## src/rtl/tick_divider_bank.sv

```systemverilog
// tick_divider_bank: bank of independent programmable tick dividers.
// Each channel emits a 1-cycle tick enable every N cycles plus a registered
// square wave (high ceil(N/2), low floor(N/2)). N is rewritten through a
// valid/ready port; a new N on a running channel waits for the period boundary.
module tick_divider_bank #(
   parameter  int unsigned CHANNELS    = 4,
   parameter  int unsigned WIDTH       = 16,
   parameter  int unsigned DEFAULT_DIV = 2080,
   localparam int unsigned CW          = (CHANNELS > 1) ? $clog2(CHANNELS) : 1
) (
   input  logic                clock,
   input  logic                reset_n,
   input  logic                cfg_valid,
   output logic                cfg_ready,
   input  logic [CW-1:0]       cfg_chan,
   input  logic [WIDTH-1:0]    cfg_div,
   output logic                cfg_err,
   input  logic [CHANNELS-1:0] enable,
   output logic [CHANNELS-1:0] tick,
   output logic [CHANNELS-1:0] square
);

   localparam int unsigned      NSLOT   = 1 << CW;
   localparam logic [CW:0]      CH_LIM  = (CW + 1)'(CHANNELS);
   localparam logic [WIDTH-1:0] DIV_RST = WIDTH'(DEFAULT_DIV);

   if (DEFAULT_DIV == 0 || (64'(DEFAULT_DIV) >> WIDTH) != 64'd0) begin : g_bad_default
      $error("tick_divider_bank: DEFAULT_DIV must be in 1 .. 2**WIDTH-1");
   end

   logic [CHANNELS-1:0] pend_vec;
   logic [NSLOT-1:0]    pend_slot;
   logic                chan_ok;
   logic                accept;
   logic                wr_ok;
   logic                cfg_err_q, cfg_err_d;

   // Config port decode; out-of-range channels read as "ready" so the error is reported
   always_comb begin
      pend_slot                 = '0;
      pend_slot[CHANNELS-1:0]   = pend_vec;
      chan_ok                   = ({1'b0, cfg_chan} < CH_LIM);
      cfg_ready                 = chan_ok ? ~pend_slot[cfg_chan] : 1'b1;
      accept                    = cfg_valid & cfg_ready;
      wr_ok                     = accept & chan_ok & (cfg_div != '0);
      cfg_err_d                 = accept & ~wr_ok;
   end

   // Error pulse for a write that was accepted but rejected
   always_ff @(posedge clock) begin
      if (!reset_n) begin
         cfg_err_q <= 1'b0;
      end else begin
         cfg_err_q <= cfg_err_d;
      end
   end

   assign cfg_err = cfg_err_q;

   for (genvar gi = 0; gi < CHANNELS; gi++) begin : g_ch
      logic [WIDTH-1:0] cnt_q, cnt_d;
      logic [WIDTH-1:0] act_q, act_d;
      logic [WIDTH-1:0] pdiv_q, pdiv_d;
      logic             pend_q, pend_d;
      logic             tick_q, tick_d;
      logic             square_q, square_d;
      logic             wr;
      logic             wrap;
      logic [WIDTH-1:0] cnt_nxt;
      logic [WIDTH:0]   half;

      assign wr      = wr_ok && (cfg_chan == CW'(gi));
      assign wrap    = (cnt_q == act_q - WIDTH'(1));
      assign cnt_nxt = wrap ? '0 : cnt_q + WIDTH'(1);
      // One extra bit keeps (N+1)/2 exact when N is all ones
      assign half    = ({1'b0, act_q} + (WIDTH + 1)'(1)) >> 1;

      // Next state: count while enabled, park at phase zero while disabled
      always_comb begin
         cnt_d    = '0;
         act_d    = act_q;
         pdiv_d   = pdiv_q;
         pend_d   = pend_q;
         tick_d   = 1'b0;
         square_d = 1'b0;
         if (enable[gi]) begin
            cnt_d    = cnt_nxt;
            tick_d   = wrap;
            square_d = ({1'b0, cnt_nxt} < half);
            if (wrap && pend_q) begin
               act_d  = pdiv_q;
               pend_d = 1'b0;
            end
            // wr implies pend_q==0 (port not ready otherwise), so no clash with the apply above
            if (wr) begin
               pdiv_d = cfg_div;
               pend_d = 1'b1;
            end
         end else begin
            if (pend_q) begin
               act_d  = pdiv_q;
               pend_d = 1'b0;
            end else if (wr) begin
               act_d = cfg_div;
            end
         end
      end

      // Channel state register
      always_ff @(posedge clock) begin
         if (!reset_n) begin
            cnt_q    <= '0;
            act_q    <= DIV_RST;
            pdiv_q   <= '0;
            pend_q   <= 1'b0;
            tick_q   <= 1'b0;
            square_q <= 1'b0;
         end else begin
            cnt_q    <= cnt_d;
            act_q    <= act_d;
            pdiv_q   <= pdiv_d;
            pend_q   <= pend_d;
            tick_q   <= tick_d;
            square_q <= square_d;
         end
      end

      assign tick[gi]     = tick_q;
      assign square[gi]   = square_q;
      assign pend_vec[gi] = pend_q;
   end

endmodule
```

## config.mk

```make
export PLATFORM = sky130hd
export DESIGN_NAME = tick_divider_bank
export DESIGN_NICKNAME = d
export VERILOG_FILES = /design/src/rtl/tick_divider_bank.sv
export SDC_FILE = /design/constraint.sdc
export NUM_CORES = 1
export LEC_CHECK = 0
export CAP_MARGIN = 5
export CELL_PAD_IN_SITES_DETAIL_PLACEMENT = 0
export CELL_PAD_IN_SITES_GLOBAL_PLACEMENT = 1
export CORE_MARGIN = 2
export CORE_UTILIZATION = 31
export DETAILED_ROUTE_END_ITERATION = 6
export PLACE_DENSITY = 0.67
export SLEW_MARGIN = 40
export SYNTH_ARGS = -nofsm -noshare
export SYNTH_HDL_FRONTEND = slang
export SYNTH_SLANG_ARGS = --single-unit
```

## constraint.sdc

```tcl
create_clock -name clock -period 4 [get_ports clock]
set_input_delay 0.6 -clock clock [delete_from_list [all_inputs] [get_ports clock]]
set_output_delay 0.6 -clock clock [all_outputs]
set_load 0.05 [all_outputs]
```

# [Word-level counts from Yosys, hierarchy flattened]
# Index checks and enable logic that the tools add are counted.
[classes] n_addsub=12 order_cmp=5 n_eq_ne=11 n_mux=30 bitwise_logic=5 n_reduce_logical=30
[ops] operator="$mux W16" n=20
[ops] operator="$add A16 B1 Y17 const B" n=4
[ops] operator="$add A16 B1 Y16 const B" n=4
[ops] operator="$eq A16 B16 Y1" n=4
[ops] operator="$lt A16 B16 Y1" n=4
[ops] operator="$sub A16 B1 Y16 const B" n=4
[ops] operator="$reduce_and A2 Y1" n=12
[ops] operator="$reduce_bool A16 Y1" n=1
[ops] operator="$reduce_bool A3 Y1" n=4
[ops] operator="$mux W1" n=9
[ops] operator="$logic_and A1 B1 Y1" n=8
[ops] operator="$ne A2 B1 Y1 const B" n=4
[ops] operator="$reduce_bool A2 Y1" n=4
[ops] operator="$eq A2 B2 Y1 const B" n=2
[ops] operator="$and A1 B1 Y1" n=3
[ops] operator="$lt A2 B3 Y1 const B" n=1
[ops] operator="$bmux W1 S2" n=1
[ops] operator="$eq A2 B1 Y1 const B" n=1
[ops] operator="$logic_not A2 Y1" n=1
[ops] operator="$not A1 Y1" n=2
[totals] ff_bits=205 in_bits=25 output_inout_bits=10 wordCells=118

# [Longest topological paths before layout]
[depth] ltp_word=9 depth_mapped=21 mapped_depth_nobuf=18

# [Worst setup path before layout]
# OpenSTA, ideal clock, no wires.
[synth_timing] path_kind="flip-flop to flip-flop" from="reg g_ch[2].act_q[0]" to="reg g_ch[2].square_q" setup_time_ns=0.070 arrival_ns=4.172 required_time_ns=3.930 path_slack_ns=-0.242 path_stages_with_launch=21 n_path_buf=3 period_less_slack_ns=4.242 cell_sequence="dfxtp_1 > clkbuf_1 > inv_1 > ha_1 > clkbuf_1 > o21bai_1 > a211o_1 > a21oi_1 > nor2_1 > or3_1 > nor3_1 > clkbuf_1 > nor2_1 > ha_1 > a21o_1 > a21o_1 > a21oi_1 > nor2b_1 > a2111oi_0 > o221ai_1 > a21oi_1"
[synth_via] elab_chain_cells=4 word_cells_on_any_way=5 cone_classes="2 x add/sub; 1 x order compare; 1 x eq/ne; 1 x mux"
[synth_rtl] item="from (decl)" line="62" rtl="logic [WIDTH-1:0] act_q, act_d;"
[synth_rtl] item="from (signal assigned)" line="120" rtl="act_q <= act_d;"
[synth_rtl] item="$sub A16 B1 Y16" line="73" rtl="assign wrap = (cnt_q == act_q - WIDTH'(1));"
[synth_rtl] item="$eq A16 B16 Y1" line="73"
[synth_rtl] item="$mux W16" line="74" rtl="assign cnt_nxt = wrap ? '0 : cnt_q + WIDTH'(1);"
[synth_rtl] item="named net g_ch[2].cnt_nxt[5]" line="69" rtl="logic [WIDTH-1:0] cnt_nxt;"
[synth_rtl] item="$lt A16 B16 Y1" line="89" rtl="square_d = ({1'b0, cnt_nxt} < half);"
[synth_rtl] item="to (signal assigned)" line="124" rtl="square_q <= square_d;"
[synth_rtl] item="to (decl)" line="66" rtl="logic square_q, square_d;"
# The timed path passes the listed nets, and every way through them passes these cells.
# A chain may end at the register's enable or synchronous reset.

# [Worst setup path after layout]
[layout_timing] from="reg g_ch[3].act_q[2]" to="reg g_ch[3].square_q"
[layout_via] elab_chain_cells=4 word_cells_on_any_way=5 cone_classes="2 x add/sub; 1 x order compare; 1 x eq/ne; 1 x mux"
[layout_rtl] item="from (decl)" line="62"
[layout_rtl] item="from (signal assigned)" line="120"
[layout_rtl] item="$sub A16 B1 Y16" line="73"
[layout_rtl] item="$eq A16 B16 Y1" line="73"
[layout_rtl] item="$mux W16" line="74"
[layout_rtl] item="named net g_ch[3].cnt_nxt[1]" line="69"
[layout_rtl] item="$lt A16 B16 Y1" line="89"
[layout_rtl] item="to (signal assigned)" line="124"
[layout_rtl] item="to (decl)" line="66"
# The timed path passes the listed nets, and every way through them passes these cells.

==> run_results.csv <==
group,metric,value,unit
run_status,status,"complete, no violations",
sta,final.min_clock_period,3.77,ns
grt,overflow,0,
logic_synthesis,postSynthNetCount,1827,
logic_synthesis,synth.distinct_cells,77,
grt,grtUsageMet3,1.96,%
grt,antenna_violations_before_repair,0,
drt,detail_route.wirelength,38500,µm
worst_setup_path,crit_buf_inv,1,
finish,layout.cells.most_common_list,"dfxtp_1 (205), nor2_1 (185), nand2_1 (146)",
logic_synthesis,synthSimpleGateAreaFrac,27.0,%
logic_synthesis,syn_area,0.0140,mm²
cts,cts-htree-levels,1,
logic_synthesis,adder_and_majority_gate_portion_of_the_synthesized_area,6.43,%
finish,syn_to_final_growth,15.7,%
grt,grt_max_degree,78,
logic_synthesis,synth_area_per_cell,8.10,µm²
drt,detail-route-antenna-nets,0,
cts,root_buffer,"clkbuf_16",
finish,antenna_cells,0,
placed_design,dp.cells,2309,
worst_setup_path,worst_path_dominant_cell_family,"simple AND/OR/NAND/NOR gates",
grt,grt_pass1_vias,11613,
drt,route.detailed.drc,0,
drt,dr.pass1.iters,5,
run,timing.max_cap.violations,0,
pwr,ir_drop,350,µV
logic_synthesis,synth_xor_xnor_area_share,11.5,%
sta,clock-skew-final,0.0126,ns
drt,drt-wirelength-per-cell,16.3,µm
hold_path,min-delay-path-class,"reg -> reg",
worst_setup_path,timing_worst_setup_path_type,"reg -> reg",
grt,grt-busiest-layer,"met2",
grt,grtUsageMet1,22.6,%
finish,multi_input_area,0.00922,mm²
drt,dr_total_vias,12009,
worst_setup_path,timing.critical_path.cells,"or4_4, or4_1, and3_1, o31a_1, nor4_4, nor3b_4, buf_6, nor2_1, ha_1, nor2b_1, o21ai_0, nand2b_1, a21oi_1, o21ai_0, a211oi_1",
finish,layout_commonest_cell,"dfxtp_1",
finish,final_layout_size_suffix_gt1_share,10.6,%
worst_setup_path,crit_path_max_fanout,8,
floorplan,coreArea,0.0444,mm²
sta,fmax,265,MHz
logic_synthesis,synth_top_family_by_area,"simple AND/OR/NAND/NOR gates",
sta,timing.final.ws_setup,0.231,ns
sta,maxSlewHeadroom,50.3,%
worst_setup_path,critPathLaunchType,"flop",
placed_design,hpwlAfterDp,28400,µm
logic_synthesis,yosys_register_bits,205,
logic_synthesis,synth-warning-count,0,
sta,hold_viol_final,0,
finish,final-seq-area,0.00410,mm²
floorplan,initial_utilization,31.5,%
worst_setup_path,worst_path_largest_cell_delay,0.52,ns
worst_setup_path,cp.arrival,4.23,ns
pwr,cellPowerDensity,320,mW/mm²
logic_synthesis,synth_enable_flop_cells,0,
pwr,power.leakage,0.00678,µW
grt,grt_pass1_wl,62500,µm
drt,dr.first_iter.drc_count,813,
worst_setup_path,cp_common_cell,"o21ai_0",
cts,clock_insertion_delay_worst_skew,0.55,ns
cts,clkTransAtPathRegs,0.06,ns
floorplan,fp.dieArea,0.0469,mm²
finish,num-fill-cells,4570,
floorplan,fp.dieH,217,µm
logic_synthesis,ys.flop_type,"dfxtp_1",
logic_synthesis,synth.area.mux_share,6.68,%
logic_synthesis,synth_compound_area_share,13.6,%
placed_design,gpl.final_weighted_congestion,0.818,
grt,met2_global_route_usage,26.4,%
cts,clockBufferDepth,3,
cts,tritoncts,"done",
sta,tightest_pin_transition,0.746,ns
cts,post_cts_hold_buffer_count,0,
floorplan,row_count,77,
worst_setup_path,timing.critical_path.required,4.46,ns
floorplan,die_span_x,217,µm
drt,vias_per_cell,5.09,
worst_setup_path,worstSetupEndpointType,"flop",
placed_design,worst_case_setup_slack_after_placement,0.101,ns
grt,grt_util_all_layers,16.2,%
sta,setup-violations-final,0,
placed_design,portBuffers,34,
cts,cts_made_buffers,26,
sta,finalMaxSlewViolations,0,
cts,clock_sink_count,205,
sta,final.period_utilization,94.2,%
finish,final_cells,2359,
logic_synthesis,asyncSetResetFlopFracSynth,0,%
floorplan,io_pins,35,
finish,fin_nets,1844,
worst_setup_path,worst_path_max_delay_cell,"or4_4",
logic_synthesis,yosysSeqAreaShare,29.3,%
logic_synthesis,synthCells,1730,
-- cells by family after synthesis --
kind of cell | count (synthesis)
mux | 92
fa+ha+maj | 72
xor+xnor | 184
simple gates | 742
flops | 205
buf+inv | 180
compound gates | 255
-- worst reg2reg max path, delay by kind of cell, from the launching register on --
kind / cells / cell delay (ns)
buffers and inverters: 1 / 0.18
AOI/OAI and AO/OA: 5 / 0.93
DFF: 1 / 0.31
adders and majority gates: 1 / 0.29
and+or+nand+nor: 8 / 1.96
-- metal layers --
metal / part of all wire, % / vias up
met5: 0 / -
met4: 1.9 / 0
met3: 3.4 / 40
met2: 45 / 177
met1: 49 / 5672
li1: - / 6120
-- final timing paths --
check	startpoint	endpoint	slack (ns)	cells past startpoint
setup / recovery	g_ch[3].act_q[2]	g_ch[3].square_q	0.23	15
hold / removal	g_ch[0].pdiv_q[11]	g_ch[0].pdiv_q[11]	0.45	2
setup reg to reg	g_ch[3].act_q[2]	g_ch[3].square_q	0.23	15
hold reg to reg	g_ch[0].pdiv_q[11]	g_ch[0].pdiv_q[11]	0.45	2
-- registers in the layout, summed over array words and instances (netlist names) --
signal	count
g_ch.pdiv_q	64
cfg_err	1
g_ch.cnt_q	64
g_ch.pend_q	4
g_ch.act_q	64
g_ch.tick_q	4
g_ch.square_q	4
-- synth_stat cells (8+ instances only) --
master | n | area (µm²)
xor2_1 | 94 | 823
clkbuf_1 | 119 | 447
a21o_1 | 17 | 128
o311a_1 | 14 | 140
a31oi_1 | 9 | 56.3
o211ai_1 | 20 | 150
nand4b_1 | 8 | 70.1
inv_1 | 26 | 97.6
mux2i_1 | 89 | 891
o31a_1 | 18 | 158
dfxtp_1 | 205 | 4100
nand4_1 | 30 | 188
xnor2_1 | 90 | 788
o21a_1 | 8 | 60.1
a211oi_1 | 13 | 97.6
a221o_1 | 14 | 140
ha_1 | 72 | 901
o211a_1 | 15 | 150
a21oi_1 | 32 | 160
nand2_1 | 146 | 548
o21ai_0 | 40 | 200
nand2b_1 | 18 | 113
buf_4 | 9 | 67.6
nor2_1 | 186 | 698
and4_1 | 10 | 87.6
nor3_1 | 57 | 285
nand3_1 | 71 | 355
buf_2 | 16 | 80.1
a21boi_0 | 13 | 97.6
nor2b_1 | 63 | 394
and2_1 | 9 | 56.3
nor4_1 | 21 | 131
and3_1 | 74 | 463
or3_1 | 15 | 93.8
-- area by class of cell --
class	instances	share of cell area (%)
Multi-Input combinational cell	1345	56.9
Sequential cell	205	25.3
Timing Repair Buffer	143	7.25
Clock buffer	42	5.01
Tap cell	592	4.57
Inverter	26	0.602
Clock inverter	6	0.378
-- through the flow --
step | hold slack (ns) | total power [µW] | util, % | instance area, µm² | TNS (ns)
floorplan | 0.432 | 2620 | - | 14000 | 0
global placement | 0.438 | 2830 | 34.4 | 15300 | 0
detailed placement | 0.449 | 2840 | 34.4 | 15300 | 0
CTS | 0.457 | 5260 | 36.3 | 16100 | 0
global route | 0.474 | 5420 | 36.5 | 16200 | -0.00352
finish | 0.452 | 5190 | 36.5 | 16200 | 0
-- where the power goes --
part / internal, µW / switching, µW / total [µW]
clock: 1450 / 942 / 2390
combinational: 282 / 374 / 656
sequential: 2090 / 50.3 / 2140
-- what timing repair did --
action,CTS,global route
setup endpoints to repair,0,3
resized for setup,0,17
hold endpoints to repair,0,0
setup buffers,0,2
(Power assumes the default switching activity.)
